**src/rtl/mips_pkg.sv**
```systemverilog
// Shared encodings for the memory access unit: sizes, FSM state, lane masks.
// Helpers derive byte enables, store-lane replication and misalignment.
package mips_pkg;

   localparam logic [1:0] SZ_BYTE = 2'b01;
   localparam logic [1:0] SZ_HALF = 2'b10;
   localparam logic [1:0] SZ_WORD = 2'b11;

   localparam logic [3:0] BE_BYTE    = 4'b0001;
   localparam logic [3:0] BE_HALF_LO = 4'b0011;
   localparam logic [3:0] BE_HALF_HI = 4'b1100;
   localparam logic [3:0] BE_WORD    = 4'b1111;

   typedef enum logic [1:0] {
      IDLE   = 2'd0,
      ACCESS = 2'd1,
      DONE   = 2'd2
   } state_t;

   function automatic logic [3:0] lane_en(
      input logic [1:0] size,
      input logic [1:0] off
   );
      unique case (1'b1)
         (size == SZ_BYTE): lane_en = BE_BYTE << off;
         (size == SZ_HALF): lane_en = off[1] ? BE_HALF_HI : BE_HALF_LO;
         default:           lane_en = BE_WORD;
      endcase
   endfunction

   function automatic logic [31:0] rep_data(
      input logic [1:0]  size,
      input logic [31:0] d
   );
      unique case (1'b1)
         (size == SZ_BYTE): rep_data = {4{d[7:0]}};
         (size == SZ_HALF): rep_data = {2{d[15:0]}};
         default:           rep_data = d;
      endcase
   endfunction

   // Encoding 00 is a word access, so it misaligns like 11.
   function automatic logic is_misaligned(
      input logic [1:0] size,
      input logic [1:0] off
   );
      unique case (1'b1)
         (size == SZ_BYTE): is_misaligned = 1'b0;
         (size == SZ_HALF): is_misaligned = off[0];
         default:           is_misaligned = |off;
      endcase
   endfunction

endpackage

```
**src/rtl/load_extend.sv**
```systemverilog
// Picks the loaded lane out of the bus word and sign/zero extends it.
// Half and word offsets are truncated to their natural alignment.
module load_extend
   import mips_pkg::*;
(
   input  logic [31:0] rdata,
   input  logic [1:0]  off,
   input  logic [1:0]  size,
   input  logic        sign,
   output logic [31:0] data
);

   logic [7:0]  b;
   logic [15:0] h;

   always_comb begin
      b = rdata[{off, 3'b000} +: 8];
      h = rdata[{off[1], 4'b0000} +: 16];
      unique case (1'b1)
         (size == SZ_BYTE):
            data = {{24{sign & b[7]}}, b};
         (size == SZ_HALF):
            data = {{16{sign & h[15]}}, h};
         default:
            data = rdata;
      endcase
   end

endmodule

```
**src/rtl/mem_access_unit.sv**
```systemverilog
// Load/store bus master: IDLE -> ACCESS -> DONE with timeout error.
// MEM_MISALIGN_TRAP_EN: trap misaligned half/word accesses instead of truncating.
module mem_access_unit
   import mips_pkg::*;
#(
   parameter int TIMEOUT_CYCLES = 255
) (
   input  logic        clk,
   input  logic        rst_n,
   input  logic        MemRead,
   input  logic        MemWrite,
   input  logic [1:0]  MemDataSize,
   input  logic        MemDataSign,
   input  logic [31:0] Addr,
   input  logic [31:0] WriteData,
   output logic        Stall,
   output logic [31:0] ReadData,
   output logic        BusReq,
   output logic        BusWe,
   output logic [31:0] BusAddr,
   output logic [3:0]  BusByteEn,
   output logic [31:0] BusWData,
   input  logic        BusAck,
   input  logic [31:0] BusRData,
   output logic        BusErr,
   output logic        Misaligned
);

   localparam int CW = $clog2(TIMEOUT_CYCLES + 1);

   state_t          state;
   state_t          nstate;
   logic [CW-1:0]   cnt;
   logic            req;
   logic            trap;
   logic            start;
   logic            ack_ok;
   logic            tmo;
   logic [1:0]      size_q;
   logic [1:0]      off_q;
   logic            sign_q;
   logic [31:0]     ext;

   assign req = MemRead | MemWrite;

`ifdef MEM_MISALIGN_TRAP_EN
   assign trap = (state == IDLE) & req
               & is_misaligned(MemDataSize, Addr[1:0]);
`else
   assign trap = 1'b0;
`endif

   assign start  = (state == IDLE) & req & ~trap;
   assign ack_ok = (state == ACCESS) & BusAck;
   assign tmo    = (state == ACCESS) & ~BusAck
                 & (cnt == CW'(TIMEOUT_CYCLES - 1));

   always_ff @(posedge clk or negedge rst_n) begin
      if (!rst_n) state <= IDLE;
      else        state <= nstate;
   end

   always_comb begin
      nstate = state;
      unique case (state)
         IDLE:    nstate = trap  ? DONE
                         : start ? ACCESS : IDLE;
         ACCESS:  nstate = (ack_ok | tmo) ? DONE : ACCESS;
         DONE:    nstate = IDLE;
         default: nstate = IDLE;
      endcase
   end

   always_comb begin
      BusReq = (state == ACCESS);
      Stall  = start | (state == ACCESS);
   end

   load_extend u_ext (
      .rdata (BusRData),
      .off   (off_q),
      .size  (size_q),
      .sign  (sign_q),
      .data  (ext)
   );

   // Bus fields are captured once and held steady for the whole access.
   always_ff @(posedge clk or negedge rst_n) begin
      if (!rst_n) begin
         BusWe     <= 1'b0;
         BusAddr   <= '0;
         BusByteEn <= '0;
         BusWData  <= '0;
         size_q    <= '0;
         off_q     <= '0;
         sign_q    <= 1'b0;
         cnt       <= '0;
         ReadData  <= '0;
         BusErr    <= 1'b0;
      end else begin
         BusErr <= tmo;
         if (start) begin
            BusWe     <= MemWrite;
            BusAddr   <= {Addr[31:2], 2'b00};
            BusByteEn <= lane_en(MemDataSize, Addr[1:0]);
            BusWData  <= rep_data(MemDataSize, WriteData);
            size_q    <= MemDataSize;
            off_q     <= Addr[1:0];
            sign_q    <= MemDataSign;
         end
         if (state == ACCESS) cnt <= cnt + 1'b1;
         else                 cnt <= '0;
         if (ack_ok && !BusWe)  ReadData <= ext;
         else if (tmo || trap)  ReadData <= '0;
      end
   end

`ifdef MEM_MISALIGN_TRAP_EN
   always_ff @(posedge clk or negedge rst_n) begin
      if (!rst_n) Misaligned <= 1'b0;
      else        Misaligned <= trap;
   end
`else
   assign Misaligned = 1'b0;
`endif

endmodule

```
**config.mk**
```make
export PLATFORM = sky130hd
export DESIGN_NAME = mem_access_unit
export DESIGN_NICKNAME = d
export VERILOG_FILES = /design/src/rtl/mips_pkg.sv /design/src/rtl/load_extend.sv /design/src/rtl/mem_access_unit.sv
export SDC_FILE = /design/constraint.sdc
export NUM_CORES = 1
export LEC_CHECK = 0
export CORE_UTILIZATION = 35
export CTS_CLUSTER_DIAMETER = 60
export CTS_CLUSTER_SIZE = 8
export DETAILED_ROUTE_END_ITERATION = 12
export PLACE_DENSITY = 0.67
export SETUP_SLACK_MARGIN = 0.2
export SYNTH_ARGS = -nofsm -noshare
export SYNTH_HDL_FRONTEND = slang
export SYNTH_SLANG_ARGS = --single-unit
```
**constraint.sdc**
```tcl
create_clock -name clk -period 1.9 [get_ports clk]
set_input_delay 0.57 -clock clk [delete_from_list [all_inputs] [get_ports clk]]
set_output_delay 0.57 -clock clk [all_outputs]
set_load 0.03 [all_outputs]
```
# [Yosys cells after proc, flatten, opt, wreduce, memory -nomap -nowiden]
# Index checks and enable logic that the tools add are counted.
[classes] addsub=1 n_eq_ne=6 shifts=3 mux=10 bitwise_logic=10 n_reduce_logical=4
[op_table] op="$pmux 32 s2" count=2
[op_table] op="$mux 32" count=2
[op_table] op="$shiftx 32x6->16" count=1
[op_table] op="$shiftx 32x6->8" count=1
[op_table] op="$add 8x1->8 const B" count=1
[op_table] op="$eq 8x8->1 const B" count=1
[op_table] op="$mux 8" count=1
[op_table] op="$pmux 4 s2" count=1
[op_table] op="$and 1x1->1" count=6
[op_table] op="$eq 2x1->1 const B" count=3
[op_table] op="$eq 2x2->1 const B" count=2
[op_table] op="$mux 4" count=1
[op_table] op="$pmux 2 s2" count=1
[op_table] op="$shl 1x2->4 const A" count=1
[op_table] op="$or 1x1->1" count=3
[op_table] op="$logic_not 2->1" count=1
[op_table] op="$mux 2" count=1
[op_table] op="$reduce_bool 2->1" count=1
[op_table] op="$logic_and 1x1->1" count=1
[op_table] op="$logic_not 1->1" count=1
[op_table] op="$mux 1" count=1
[op_table] op="$not 1->1" count=1
[totals] reg_bits=115 in_bits=104 output_inout_bits=105 elab_cells=45

# [Logic depth before layout (Yosys ltp)]
# Gate-level depths: netlist of the first run.
[depth] ltp_word=6 depth_mapped=8 mapped_depth_nobuf=6

# [Cells and area by module]
# Synthesis of the first run repeated with hierarchy kept, for this count alone.
[unflattened] hier_cells=502 hier_area_um2=5495.3
[by_module_without_submodules] module="mem_access_unit" instances=1 cells_each=419 area_per_inst_um2=4845.9
[by_module_without_submodules] module="load_extend" instances=1 cells_each=83 area_per_inst_um2=649.4

# [Worst setup path before layout of the first run]
# No wires, ideal clock.
[synth_path] path_kind="register -> register" start="register size_q[1]" end="register ReadData[21]" setup_ns=0.066 arrival_time_ns=1.670 t_required_ns=1.834 path_slack_ns=0.164 stages_incl_launch_ff=9 n_path_buf=2 synth_period_minus_slack_ns=1.736 path_cell_list="dfrtp_1 inv_1 ha_1 and2_1 buf_2 o21bai_1 a211oi_2 buf_6 a221o_1"
[synth_via] elab_chain_len=3 elab_cells_between_ends=4 classes_between="eq/ne: 2; mux: 2"
[synth_rtl] item="from (decl)" line="mem_access_unit.sv:39" source="logic [1:0] size_q;"
[synth_rtl] item="from (signal assigned)" line="mem_access_unit.sv:107" source="size_q <= MemDataSize;"
[synth_rtl] item="$eq 2x2->1 or $eq 2x1->1 (tied branches)" line="load_extend.sv:22, load_extend.sv:20"
[synth_rtl] item="$pmux 32 s2 *" line="load_extend.sv:19" source="unique case (1'b1)"
[synth_rtl] item="$mux 32 *" line="mem_access_unit.sv:113" source="if (ack_ok && !BusWe) ReadData <= ext;"
[synth_rtl] item="to (signal assigned)" line="mem_access_unit.sv:113"
[synth_rtl] item="to (decl)" line="mem_access_unit.sv:17" source="output logic [31:0] ReadData,"
# Mark *: on every way between the ends. The rest lies on a longest branch, timed or not.
# A chain may end at the register's enable or synchronous reset.

# [Final worst setup path of the first run]
[layout_path] start="input port MemWrite" end="output port Stall"
[layout_via] elab_chain_len=3
[layout_rtl] item="from (decl)" line="mem_access_unit.sv:11" source="input logic MemWrite,"
[layout_rtl] item="$or 1x1->1" line="mem_access_unit.sv:44" source="assign req = MemRead | MemWrite;"
[layout_rtl] item="$and 1x1->1" line="mem_access_unit.sv:53" source="assign start = (state == IDLE) & req & ~trap;"
[layout_rtl] item="$or 1x1->1" line="mem_access_unit.sv:76" source="Stall = start | (state == ACCESS);"
[layout_rtl] item="to (decl)" line="mem_access_unit.sv:16" source="output logic Stall,"
# No other way between the ends.

==> impl_results.md, run 1 <==
- Largest net degree at the start of global routing: 37
- Final count of hold timing violations: 0
- DR WL met3: 1.39 mm
- Clock latency on the worst-skew pair: 0.41 ns
- Antenna violations before repair: 0
- Initial Util: 35.8%
- Clock sinks: 115
- Core Area: 14500 sq um
- Cells after DPL: 923
- CTS Buf Count: 17
- Worst setup SP type: primary input
- R2r worst-path depth: 4
- First-pass GRT wire length: 25.1 mm
- Die area: 15400 sq um
- Crit path capture type: output port
- Period utilization: 97.2%
- RSZ-0062 raised after global routing: yes
- Final Power: 15.4 mW
- CP Data Required Time: 1.33 ns
- Worst-path clk slew: 0.05 ns
- Synth Area in Compound Gates: 17.5%
- DR DRC count: 0
- Row count: 44
- Syn_area_per_cell: 9.97 sq um
- Layout Cells excl Fill: 980
- Layout cells sized above 1: 31.2%
- Pwr Density: 1760 nW/um^2
- Final GP Congestion: 0.832
- Clock Tree Buf Depth: 2
- Xor-xnor portion of the synthesized cell area: 1.01%
- Synthesized flop and latch total: 115
- Post-synthesis mux area share: 2.55%
- Hold Crit Class: primary input to async pin
- Detailed Route WL: 16.3 mm
- YS warnings: 0
- Met1 wire length: 6.70 mm
- Chip width: 124 um
- Syn-to-layout area delta: 68.1%
- Final HPWL DP: 11.6 mm
- Max IR drop VDD: 0.932 mV
- TritonCTS clock tree: built
- Worst slack, placed: -0.645 ns
- Seq/Total Area, Yosys: 55.3%
- Status: finished clean
- Slew Viols, Final: 0
- Synth Area in Simple Gates: 17.5%
- Ant. Diodes: 0
- Leak: 3.96 nW
- Post-DRT Antenna Nets: 0
- Max Fclk: 542 MHz
- Gr usage total: 21.6%
- CP arrival: 1.28 ns
- Clk_skew: 0.00956 ns
- Post-Synth Adder-Cell Area: 1.44%
- Vias: 4918
- Mapped Cells: 522
- Via density per instance: 5.02
- PnR worst setup slack: 0.0538 ns
- Initial DRC count: 355
- Routed wl met2: 7.89 mm
- Commonest non-fill, non-tap cell in the layout: nand2_1
- Netlist cell types: 43
- Ports: 209
- IO Port Bufs: 205
- Fin crit period: 1.85 ns
- CTS Root Cell: clkbuf_16
- H-Tree Depth: 4
- Die Y: 124 um
- Synth Cell Area: 5200 sq um
- CP Class: primary input to output port
- Share of the synthesized area in the top cell type: 55.3%
- Max_cap viols: 0
- Area contributors post-synth: dfrtp_1 (55%), nand2_1 (11%), a221o_1 (4.4%), o22a_1 (2.7%), o21ai_0 (2.4%)
- Fin Setup TNS: 0 ns
- GRT Residual Overflow: 0
- Vias in the first global route: 4981
- Final setup viols: 0
- Final nets: 894
- WL per Instance: 16.7 um
- Leading area contributor after synthesis: dfrtp_1
- Top layer reached by signal wires: met4
- Crit-path max FO: 3
- Largest family of logic cells by synthesized area: compound AO/OA/AOI/OAI gates
- Drt first pass iters: 4
- Most frequent cells in the layout: nand2_1 (146), dfrtp_1 (114), clkdlybuf4s50_1 (94)
==> sequential cells by signal (all words and copies together) (netlist names) <==
signal / count
BusWData: 32
sign_q: 1
ReadData: 32
size_q: 2
BusByteEn: 4
state: 2
cnt: 8
BusErr: 1
BusAddr: 30
off_q: 2
BusWe: 1
==> metal layers <==
metal | vias up | track usage [%]
li1 | 2324 | -
met1 | 2355 | 25.5
met2 | 206 | 35.9
met3 | 33 | 7.33
met4 | 0 | 9.23
met5 | - | 0
==> final timing paths <==
kind | from | endpoint | slack, ns
worst max-delay path | MemWrite | Stall | 0.05
worst min-delay path | rst_n | cnt[1] | 0.11
worst min register to register | BusAddr[20] | BusAddr[20] | 0.47
min in group clk | BusAddr[20] | BusAddr[20] | 0.47
worst max register to register | off_q[1] | ReadData[14] | 0.14
max in group asynchronous | rst_n | off_q[1] | 1.26
==> where the power goes <==
| group | internal (mW) | switching (mW) | leakage (nW) |
|---|---|---|---|
| registers | 3.58 | 0.719 | 1.42 |
| clock network | 1.82 | 1.06 | 0.263 |
| logic | 3.45 | 4.72 | 2.27 |
| total | 8.86 | 6.50 | 3.96 |
==> worst max-delay path, cell delays in order <==
cell           delay (ns)
dlygate4sd2_1        0.28
nor3_4               0.22
nor2_2               0.07
buf_12               0.13
==> per-stage QoR <==
stage / hold slack, ns / instance area (sq um) / utilization, %
after floorplan: 0.274 / 5230 / -
after global placement: 0.454 / 7740 / 53.2
after detailed placement: 0.465 / 7740 / 53.2
after CTS: 0.105 / 8590 / 59.1
after global routing: 0.127 / 8750 / 60.2
final: 0.106 / 8750 / 60.2
==> kinds of logic (layout without fill, tap and decap cells) <==
| kind of cell | after synthesis | after routing |
|---|---|---|
| flops | 115 | 115 |
| xor+xnor | 6 | 6 |
| simple gates | 213 | 216 |
| compound gates | 121 | 121 |
| buf+inv | 49 | 318 |
| mux | 11 | 11 |
| fa+ha+maj | 6 | 6 |
| other cells | 1 | 3 |
==> area by class of cell <==
class,instances,area (sq um)
timing repair buffer,275,2750
tap,184,230
clock buffer,27,513
multi-input combinational,363,2310
inverter,12,45.0
clock inverter,4,22.5
fill,1226,5790
sequential,115,2880
==> synthesized netlist by cell type <==
master	instances
buf_4	4
dfrtp_1	115
a21oi_1	18
buf_2	5
nand2b_1	3
mux2_2	8
o2bb2ai_1	2
a22oi_1	8
buf_1	1
nand3b_1	1
nand2_1	147
nor3_1	4
mux2i_1	2
o211ai_1	7
ha_1	6
o21bai_1	1
nor2b_1	1
xor2_1	3
clkbuf_2	1
inv_1	12
o21ai_0	25
a221oi_1	8
buf_6	5
a31oi_4	1
clkbuf_1	21
nand4_1	3
or3_1	1
and2_1	18
nor3_2	1
o31ai_1	1
conb_1	1
o21a_1	1
a211oi_2	1
nor4_4	1
nor2_1	30
nor2_2	1
and4bb_2	1
o22a_1	16
mux4_2	1
nand3_1	1
a221o_1	23
a21o_1	9
xnor2_1	3
==> repair_timing <==
| item | 4_1_cts | 5_1_grt |
|---|---|---|
| setup buffers | 13 | 10 |
| endpoints found under the setup margin | 205 | 77 |
| gates resized for setup | 338 | 52 |
| cloned | 2 | 1 |
| hold endpoints to repair | 0 | 0 |
| hold buffers | 0 | 0 |
| pin swaps | 7 | 32 |
Note: power is estimated with default switching activity, not from simulation.
==> run 2, diff against run 1 <==
--- a/config.mk
+++ b/config.mk
@@ -14,3 +14,4 @@
 export SYNTH_ARGS = -nofsm -noshare
 export SYNTH_HDL_FRONTEND = slang
 export SYNTH_SLANG_ARGS = --single-unit
+export TNS_END_PERCENT = 50
==> run 2 against run 1 <==
  * Sequential power barely moved
  * Total power hardly changed
  * Register-to-register slack better by 0.02 ns
  * Critical endpoint is now BusReq
  * Combinational power is essentially flat
  * Largest cell class unchanged
  * Clock skew shrank 0.00064 ns
  * Critical path depth is 1 higher
  * Cell count is 0.20% lower
  * Sequential share of layout area decreased by 0.16 points
  * Die area stayed put
==> impl_results.md, run 2 (synthesized netlist as in run 1, its figures left out) <==
- Die Y: 124 um (unchanged)
- Largest net degree at the start of global routing: 37 (unchanged)
- Final GP Congestion: 0.832 (unchanged)
- Initial Util: 35.8% (unchanged)
- Leak: 3.96 nW (about the same)
- Max_cap viols: 0 (unchanged)
- R2R setup slack: 0.16 ns (was 0.14 ns)
- DR DRC count: 0 (unchanged)
- R2r worst-path depth: 4 (unchanged)
- CP arrival: 1.29 ns (was 1.28 ns)
- Cells along the critical path: buf_4 -> nand2b_4 -> buf_6 -> inv_2 -> buf_6 (was dlygate4sd2_1 -> nor3_4 -> nor2_2 -> buf_12)
- Via density per instance: 4.98 (was 5.02)
- Chip width: 124 um (unchanged)
- CP most frequent cell: buf_6
- Design area: 8790 sq um (was 8750 sq um)
- Ports: 209 (unchanged)
- Initial DRC count: 276 (was 355)
- CP Class: flip-flop to output port (was primary input to output port)
- Top Registers: BusWData x32, ReadData x32, BusAddr x30 (unchanged)
- Final setup viols: 0 (unchanged)
- Vias in the first global route: 4957 (was 4981)
- Slew Viols, Final: 0 (unchanged)
- WL per Instance: 16.5 um (was 16.7 um)
- Placed cell areas: 7740 sq um (unchanged)
- CP Data Required Time: 1.33 ns (about the same)
- Clock sinks: 115 (unchanged)
- CTS Buf Count: 17 (unchanged)
- Commonest non-fill, non-tap cell in the layout: nand2_1 (unchanged)
- Drt first pass iters: 4 (unchanged)
- Clock latency on the worst-skew pair: 0.41 ns (about the same)
- Worst-path clk slew: 0.05 ns (about the same)
- Worst setup SP type: flip-flop (was primary input)
- Layout Cells excl Fill: 978 (was 980)
- Pwr Density: 1750 nW/um^2 (was 1760 nW/um^2)
- TritonCTS clock tree: built (unchanged)
- Final count of hold timing violations: 0 (unchanged)
- Max incr delay on CP: 0.40 ns (was 0.28 ns)
- Post-DRT Antenna Nets: 0 (unchanged)
- Hold Crit Class: primary input to async pin (unchanged)
- Detailed Route WL: 16.2 mm (was 16.3 mm)
- Clock Tree Buf Depth: 2 (unchanged)
- Layout cells sized above 1: 30.1% (was 31.2%)
- Fin Hold WS: 0.109 ns (was 0.106 ns)
- Row count: 44 (unchanged)
- Status: finished clean (unchanged)
- Fill cells: 1220 (was 1226)
- Vias: 4871 (was 4918)
- Crit-path max FO: 3 (unchanged)
- Antenna violations before repair: 0 (unchanged)
- H-Tree Depth: 4 (unchanged)
- Final HPWL DP: 11.6 mm (unchanged)
- First-pass GRT wire length: 24.9 mm (was 25.1 mm)
- Final nets: 892 (was 894)
- FF-to-FF Start: off_q[1] (unchanged)
- Worst R2R End: ReadData[12] (was ReadData[14])
- Most frequent cells in the layout: nand2_1 (147), dfrtp_1 (114), clkdlybuf4s15_2 (99) (was nand2_1 (146), dfrtp_1 (114), clkdlybuf4s50_1 (94))
- GRT Residual Overflow: 0 (unchanged)
- Gr usage total: 21.5% (was 21.6%)
- CP Buf/Inv Count: 4 (was 2)
- RSZ-0062 raised after global routing: yes (unchanged)
- Ant. Diodes: 0 (unchanged)
- Die area: 15400 sq um (unchanged)
- Syn-to-layout area delta: 68.9% (was 68.1%)
- CTS Root Cell: clkbuf_16 (unchanged)
- Max IR drop VDD: 0.932 mV (about the same)
- Clk_skew: 0.00892 ns (was 0.00956 ns)
- Slowest cell on crit path: dfrtp_1 (was dlygate4sd2_1)
- Fin crit period: 1.86 ns (was 1.85 ns)
- Max Fclk: 538 MHz (was 542 MHz)
- Crit path capture type: output port (unchanged)
- Worst path top cell family by delay: buffers and inverters (unchanged)
- Core Area: 14500 sq um (unchanged)
- Period utilization: 97.8% (was 97.2%)
- Cells after DPL: 923 (unchanged)
- IO Port Bufs: 205 (unchanged)
run 2: cell count changes in the layout (fill, tap and decap cells not counted), moves of 3 or more:
| cell | delta |
|---|---|
| a21oi_1 | +5 |
| a21oi_2 | -5 |
| buf_4 | -3 |
| clkdlybuf4s15_2 | +10 |
| buf_2 | -10 |
run 2: repair_timing:
item,in CTS,in global routing
gates cloned,2,1
hold buffers,0,0
buffers inserted,9,12
pin swaps,7,26
resized for setup,336,26
setup endpoints to repair,205,85
run 2: area by class of cell:
cell class | count | area, sq um | area share, %
clock buffers | 27 | 513 | 5.84
clock inverters | 4 | 22.5 | 0.256
inverters | 12 | 45.0 | 0.512
multi-input cells | 363 | 2290 | 26.1
flip-flops and latches | 115 | 2880 | 32.7
well taps | 184 | 230 | 2.62
repair buffers | 273 | 2810 | 32.0
run 2: stage by stage:
| stage | util [%] | setup WS [ns] | setup TNS [ns] | power (mW) |
|---|---|---|---|---|
| final | 60.5 | 0.0421 | 0 | 15.4 |
| after global routing | 60.5 | -0.0109 | -0.0161 | 16.3 |
| after CTS | 58.9 | -0.0687 | -0.0687 | 15.1 |
| after detailed placement | 53.2 | -0.645 | -41.54 | 12.3 |
| after global placement | 53.2 | -0.544 | -38.38 | 12.1 |
| after floorplan | - | 0.192 | 0 | 8.76 |
run 2: how the worst max path moves through the flow:
stage,slack [ns],endpoint,cells past startpoint,start
floorplan,0.19,ReadData[0],5,BusWe
global placement,-0.54,ReadData[15],6,BusAck
detailed placement,-0.65,ReadData[7],6,BusAck
CTS,-0.07,Stall,4,state[0]
global route,-0.01,BusReq,5,state[0]
finish,0.04,BusReq,5,state[0]
run 2: per-layer routing:
metal	vias up	GRT usage [%]	share of wire (%)
met2	198	35.7	48
met1	2321	25.4	41
met3	32	7.28	8.4
met5	-	0	0
met4	0	9.00	2.4
li1	2320	-	-
run 2: power breakdown:
part | leakage (nW) | switching [mW] | internal [mW] | total [mW]
clock network | 0.263 | 1.06 | 1.82 | 2.88
logic | 2.28 | 4.67 | 3.51 | 8.18
registers | 1.42 | 0.731 | 3.58 | 4.31
==> run 3, diff against run 2 <==
--- a/config.mk
+++ b/config.mk
@@ -5,6 +5,7 @@
 export SDC_FILE = /design/constraint.sdc
 export NUM_CORES = 1
 export LEC_CHECK = 0
+export CAP_MARGIN = 5
 export CORE_UTILIZATION = 35
 export CTS_CLUSTER_DIAMETER = 60
 export CTS_CLUSTER_SIZE = 8
==> results of run 3 <==
The final DEF is identical to that of run 2; final timing and power are the same.
